<file path="src/rtl/apb_slave_mem_if.sv">
// APB completer-side bus bundle: master drives request fields, slave drives the response.
interface apb_slave_mem_if;
    logic        psel;
    logic        penable;
    logic        pwrite;
    logic [32:0] paddr;
    logic [31:0] pwdata;
    logic [31:0] prdata;
    logic        pready;
    logic        pslverr;

    modport master (
        output psel, penable, pwrite, paddr, pwdata,
        input  prdata, pready, pslverr
    );

    modport slave (
        input  psel, penable, pwrite, paddr, pwdata,
        output prdata, pready, pslverr
    );
endinterface

</file>
<file path="src/rtl/apb_slave_mem.sv">
// APB completer backed by a word-addressed register memory with fixed wait states.
// Setup-phase fields are captured once; the access phase only counts and completes.
module apb_slave_mem #(
    parameter int unsigned DEPTH       = 64,
    parameter int unsigned WAIT_CYCLES = 2,
    parameter logic [31:0] RESET_VAL   = 32'h0000_0000
) (
    input  logic           pclk,
    input  logic           preset,
    apb_slave_mem_if.slave apb
);
    localparam int unsigned AW = $clog2(DEPTH);
    localparam int unsigned CW = 4;
    localparam logic [CW-1:0] WAIT_MAX = CW'(WAIT_CYCLES);

    typedef enum logic {IDLE, ACCESS} state_t;

    state_t        state_q, state_d;
    logic [CW-1:0] cnt_q, cnt_d;
    logic [AW-1:0] idx_q;
    logic          write_q;
    logic          err_q;
    logic [31:0]   wdata_q;
    logic [31:0]   mem_q [DEPTH];

    logic          setup_c;
    logic          mem_we_c;
    logic          ready_c;
    logic          addr_err_c;
    logic [AW-1:0] addr_idx_c;

    // Address decode of the live bus: misaligned, past the last word, or upper bank selected.
    always_comb begin
        addr_idx_c = apb.paddr[AW+1:2];
        addr_err_c = (apb.paddr[1:0] != 2'b00)
                   | (apb.paddr[31:2] >= 30'(DEPTH))
                   | apb.paddr[32];
    end

    // Next-state, wait counting and response generation.
    always_comb begin
        state_d     = state_q;
        cnt_d       = cnt_q;
        setup_c     = 1'b0;
        mem_we_c    = 1'b0;
        ready_c     = 1'b0;
        apb.pready  = 1'b0;
        apb.pslverr = 1'b0;
        case (state_q)
            IDLE: begin
                // psel with penable already high is not a valid setup and is ignored
                if (apb.psel && !apb.penable) begin
                    setup_c = 1'b1;
                    cnt_d   = '0;
                    state_d = ACCESS;
                end
            end
            ACCESS: begin
                ready_c     = (cnt_q == WAIT_MAX);
                apb.pready  = ready_c;
                apb.pslverr = ready_c & err_q;
                if (apb.psel && apb.penable) begin
                    if (ready_c) begin
                        mem_we_c = write_q & ~err_q;
                        state_d  = IDLE;
                    end else begin
                        cnt_d = cnt_q + CW'(1);
                    end
                end else begin
                    // master withdrew before completion: abort silently
                    state_d = IDLE;
                end
            end
            default: state_d = IDLE;
        endcase
    end

    // State, counter and setup-phase capture; read data is fetched at setup.
    always_ff @(posedge pclk or posedge preset) begin
        if (preset) begin
            state_q    <= IDLE;
            cnt_q      <= '0;
            idx_q      <= '0;
            write_q    <= 1'b0;
            err_q      <= 1'b0;
            wdata_q    <= '0;
            apb.prdata <= '0;
        end else begin
            state_q <= state_d;
            cnt_q   <= cnt_d;
            if (setup_c) begin
                idx_q      <= addr_idx_c;
                write_q    <= apb.pwrite;
                err_q      <= addr_err_c;
                wdata_q    <= apb.pwdata;
                apb.prdata <= (!apb.pwrite && !addr_err_c) ? mem_q[addr_idx_c] : '0;
            end
        end
    end

    // Register memory; written only on a clean, completed write.
    always_ff @(posedge pclk or posedge preset) begin
        if (preset) begin
            for (int unsigned i = 0; i < DEPTH; i++) begin
                mem_q[AW'(i)] <= RESET_VAL;
            end
        end else if (mem_we_c) begin
            mem_q[idx_q] <= wdata_q;
        end
    end
endmodule

</file>
<file path="src/flat_wrapper.sv">
// flat-port wrapper written by rule: the top's interface ports become plain ports
module apb_slave_mem_flat 
#(
    parameter int unsigned DEPTH       = 64,
    parameter int unsigned WAIT_CYCLES = 2,
    parameter logic [31:0] RESET_VAL   = 32'h0000_0000
)
  (pclk, preset, apb_psel, apb_penable, apb_pwrite, apb_paddr, apb_pwdata, apb_prdata, apb_pready, apb_pslverr);
  apb_slave_mem_if apb_i ();
  input  logic pclk;
  input  logic preset;
  input wire logic [$bits(apb_i.psel)-1:0] apb_psel;
  input wire logic [$bits(apb_i.penable)-1:0] apb_penable;
  input wire logic [$bits(apb_i.pwrite)-1:0] apb_pwrite;
  input wire logic [$bits(apb_i.paddr)-1:0] apb_paddr;
  input wire logic [$bits(apb_i.pwdata)-1:0] apb_pwdata;
  output wire logic [$bits(apb_i.prdata)-1:0] apb_prdata;
  output wire logic [$bits(apb_i.pready)-1:0] apb_pready;
  output wire logic [$bits(apb_i.pslverr)-1:0] apb_pslverr;
  assign apb_i.psel = apb_psel;
  assign apb_i.penable = apb_penable;
  assign apb_i.pwrite = apb_pwrite;
  assign apb_i.paddr = apb_paddr;
  assign apb_i.pwdata = apb_pwdata;
  assign apb_prdata = apb_i.prdata;
  assign apb_pready = apb_i.pready;
  assign apb_pslverr = apb_i.pslverr;
  apb_slave_mem #(.DEPTH(DEPTH), .WAIT_CYCLES(WAIT_CYCLES), .RESET_VAL(RESET_VAL)) u_core (.pclk(pclk), .preset(preset), .apb(apb_i));
endmodule
</file>
<file path="config.mk">
export PLATFORM = sky130hd
export DESIGN_NAME = apb_slave_mem_flat
export DESIGN_NICKNAME = d
export VERILOG_FILES = /design/src/rtl/apb_slave_mem_if.sv /design/src/rtl/apb_slave_mem.sv /design/src/flat_wrapper.sv
export SDC_FILE = /design/constraint.sdc
export NUM_CORES = 2
export LEC_CHECK = 0
export BUFFER_PORTS_ARGS = -buffer_cell sky130_fd_sc_hd__buf_2
export CAP_MARGIN = 10
export CORE_AREA = 2 2 514 516
export DETAILED_ROUTE_END_ITERATION = 10
export DIE_AREA = 0 0 516 518
export PLACE_DENSITY = 0.62
export SYNTH_ARGS = -nofsm -noshare
export SYNTH_HDL_FRONTEND = slang
export SYNTH_SLANG_ARGS = --single-unit
</file>
<file path="constraint.sdc">
create_clock -name pclk -period 66 [get_ports pclk]
set_input_delay 6.6 -clock pclk [delete_from_list [all_inputs] [get_ports pclk]]
set_output_delay 6.6 -clock pclk [all_outputs]
set_load 0.02 [all_outputs]
</file>
==> flow_summary.ini <==
[synthesis]
synth_ff_type = dfrtp_1
synth_area_leader_cell = dfrtp_1
ys_ff_latch = 2125
syn_inst = 6465
ys_seq_area_frac = 0.5506
syn_area_mm2 = 0.09657
syn_area_per_cell_um2 = 14.94
synthArstFlopShare = 1.000
yosysWarnings = 0
synth_cell_types = 51
synth_area_leaders = dfrtp_1 (55%), mux2_2 (26%), mux4_2 (9.3%)
synth_edf_count = 0
netlist.area_leader.share = 0.5506
syn_nets = 6537

[timing]
setup_violations = 0
slew_headroom = 0.1379
rsz0062_at_grt = false
tightest_slew_ns = 1.293
post-route-period-util = 0.1650
fin_setup_tns_ns = 0
clock.fmax_mhz = 91.82
holdWs_ns = 0.4796
clock_skew_ns = 0.05262
final_max_slew_viol_count = 0
hold_viol_final = 0
fin_crit_ns = 10.89

[critical_path]
worst-path-buf-inv = 5
arrival_ns = 11.62
path_cells = buf_8 > buf_4 > buf_4 > buf_12 > mux2_2 > o22ai_1 > a2111oi_0 > a2111oi_0 > buf_4 > a2111oi_0
cp.required_ns = 66.73
cpMaxStageDelayCell = a2111oi_0
worstSetupEndpointType = register
worstSetupPathType = input pin to register
critPathLaunch = apb_paddr[4]
cp_top_family = buffers and inverters
critPathLaunchType = input pin
slowest_delay_ns = 0.89
r2r-start = u_core.cnt_q[0]
r2r_slack_ns = 61.69
crit_fanout = 144

[power]
p_leak_nw = 52.25
clock_power_share = 0.461
p_sw_frac = 0.2442
seq_power_share = 0.484
power_density_mw_per_mm2 = 25.57
power.switching_uw = 673.7
p_int_mw = 2.085
comb_power_share = 0.055
irDropWorstVdd_mv = 0.02096

[hold_path]
min_path_type = register to register
hp-start = u_core.wdata_q[27]

[finish]
finalNetCount = 6387
syn_to_final_growth_pct = 11.74
fillCellCount = 23750
final_layout_size_suffix_gt1_frac = 0.5236

[floorplanning]
coreArea_mm2 = 0.2616
dieWidth_um = 516
placementRows = 188
die_h_um = 518
io_pins = 104
die_area_mm2 = 0.2673
floorplan.initialDensity = 0.3692

[route]
viasPerCell = 5.593
vias = 55990
wl_met2_mm = 129.1
top_layer_used = met5
route.met3.wl_mm = 12.98
drtAntennaViolNets = 0
wl_met1_mm = 120.2
routedWlPerCell_um = 26.80
first_pass_iters = 6
wl_mm = 268.3
drtIter0Drc = 4142
drc = 0

[clock_network]
clk_pin_slew_ns = 0.06
clkLatencyLatePin_ns = 0.88
h-tree-depth = 4
ctsHoldBuffers = 0
cts-resized-gates = 0
cts_setup_buffers = 0
cts_tree = done
cts_sinks = 2125
cts_buffer_depth = 3
numCtsBuffers = 215
cts-root-buf = clkbuf_16

[global_route]
grt_pass1_vias = 59170
gr-total-overflow = 0
grt_util_all_layers = 0.2003
grt_max_degree = 186
grt_first_pass_wirelength_mm = 402.5
antenna_found_initial = 16

[placed_design]
portBuffers = 103
gp_congestion = 0.7859
dp_hpwl_mm = 158.1

[outcome]
status = finished clean

[run]
maxCapViolations = 0
## worst paths after layout
path / end / cells past startpoint
min in group asynchronous: u_core.mem_q[1568] / 2
min: u_core.wdata_q[27] / 2
max in group asynchronous: u_core.mem_q[1237] / 7
max: u_core.apb.prdata[0] / 10
max reg2reg: u_core.mem_q[1208] / 8
min reg2reg: u_core.wdata_q[27] / 2
## layout by cell type, fill, tap and decap left out, types with 6 or more instances in the layout
cell	Yosys	routed
o211ai_1	28	28
o22ai_1	100	100
o21ai_0	13	13
a22oi_1	41	41
nand2_2	0	30
o31ai_1	19	18
nor2_1	67	34
nand2b_1	31	29
clkbuf_8	0	63
clkbuf_1	307	45
nor2_4	0	33
dfrtp_2	0	32
buf_12	0	8
nand3b_1	7	7
mux2i_1	79	79
clkbuf_16	0	219
nand3_1	43	43
bufinv_16	0	17
clkinv_2	0	36
mux4_2	399	399
mux2_2	2259	2259
a21oi_1	58	58
buf_4	39	165
nor4_1	6	6
a211oi_1	40	40
nor3_1	51	50
dfrtp_1	2125	2093
buf_2	246	99
nand2_1	316	284
mux2_1	17	17
a2111oi_0	43	43
nor2b_1	25	23
and3_1	8	8
## cell type report
type	count	area (µm²)	area share
diodes	5	12.51	0.0001160
clock buffers	327	6516	0.06039
clock inverters	67	925.9	0.008581
inverters	4	18.77	0.0001739
multi-input cells	3694	40880	0.3788
flip-flops and latches	2125	53220	0.4932
well taps	3515	4398	0.04076
repair buffers	275	1939	0.01797
## sequential cells by signal, indices dropped and copies added (netlist names)
name	count
u_core.cnt_q	4
u_core.idx_q	6
u_core.mem_q	2048
u_core.err_q	1
u_core.write_q	1
u_core.state_q	1
u_core.apb.prdata	32
u_core.wdata_q	32
## tightest hold or removal path: cells and delay by family, from the launching register on
kind          cells  cell delay, ns
simple gates      2            0.10
flops             1            0.35
## kinds of logic after synthesis
| kind of cell | count (synthesis) | synth area share |
|---|---|---|
| xor gates and xnor gates | 1 | 0.00009071 |
| muxes | 2754 | 0.3666 |
| buffers and inverters | 646 | 0.02998 |
| and+or+nand+nor | 582 | 0.02716 |
| DFF | 2125 | 0.5506 |
| AOI/OAI and AO/OA | 355 | 0.02524 |
| adders and majority gates | 2 | 0.0002591 |
## through the flow
stage / setup slack, ns / instances / util / cell area, µm² / power [mW]
floorplan: 29.89 / 6465 / - / 96580 / 1.454
CTS: 55.00 / 10010 / 0.4124 / 107900 / 2.785
detailed placement: 54.05 / 9612 / 0.3839 / 100400 / 1.513
global route: 54.34 / 10010 / 0.4125 / 107900 / 2.856
global placement: 54.24 / 9610 / 0.3839 / 100400 / 1.509
finish: 55.11 / 10010 / 0.4125 / 107900 / 2.759
## power by group through the flow
stage	sequential (mW)	clock, mW	combinational [mW]
3_5_place_dp	1.36	0	0.153
2_1_floorplan	1.34	0	0.114
3_3_place_gp	1.36	0	0.150
4_1_cts	1.34	1.30	0.154
6_report	1.34	1.27	0.153
5_1_grt	1.34	1.35	0.167
## routing by layer
metal | GRT usage | vias up
met1 | 0.2782 | 30890
li1 | - | 23470
met5 | 0 | -
met3 | 0.02990 | 331
met2 | 0.3284 | 1290
met4 | 0.05064 | 12
## cells in the mapped netlist (all sizes together), types with 4 or more instances
cell	instances
and3	8
o21ai	13
mux2	2276
nor3	52
dfrtp	2125
nor3b	4
inv	4
nor2	67
a2111oi	43
o22ai	100
nor4	6
and2	4
o31ai	19
a211oi	40
mux4	399
o211ai	28
buf	334
or2	4
nor2b	25
a21oi	58
mux2i	79
nand3b	7
nand4	5
nand2	316
clkbuf	308
nand2b	31
nand3	43
a22oi	41
No activity file was read; power rests on OpenSTA's default activity.
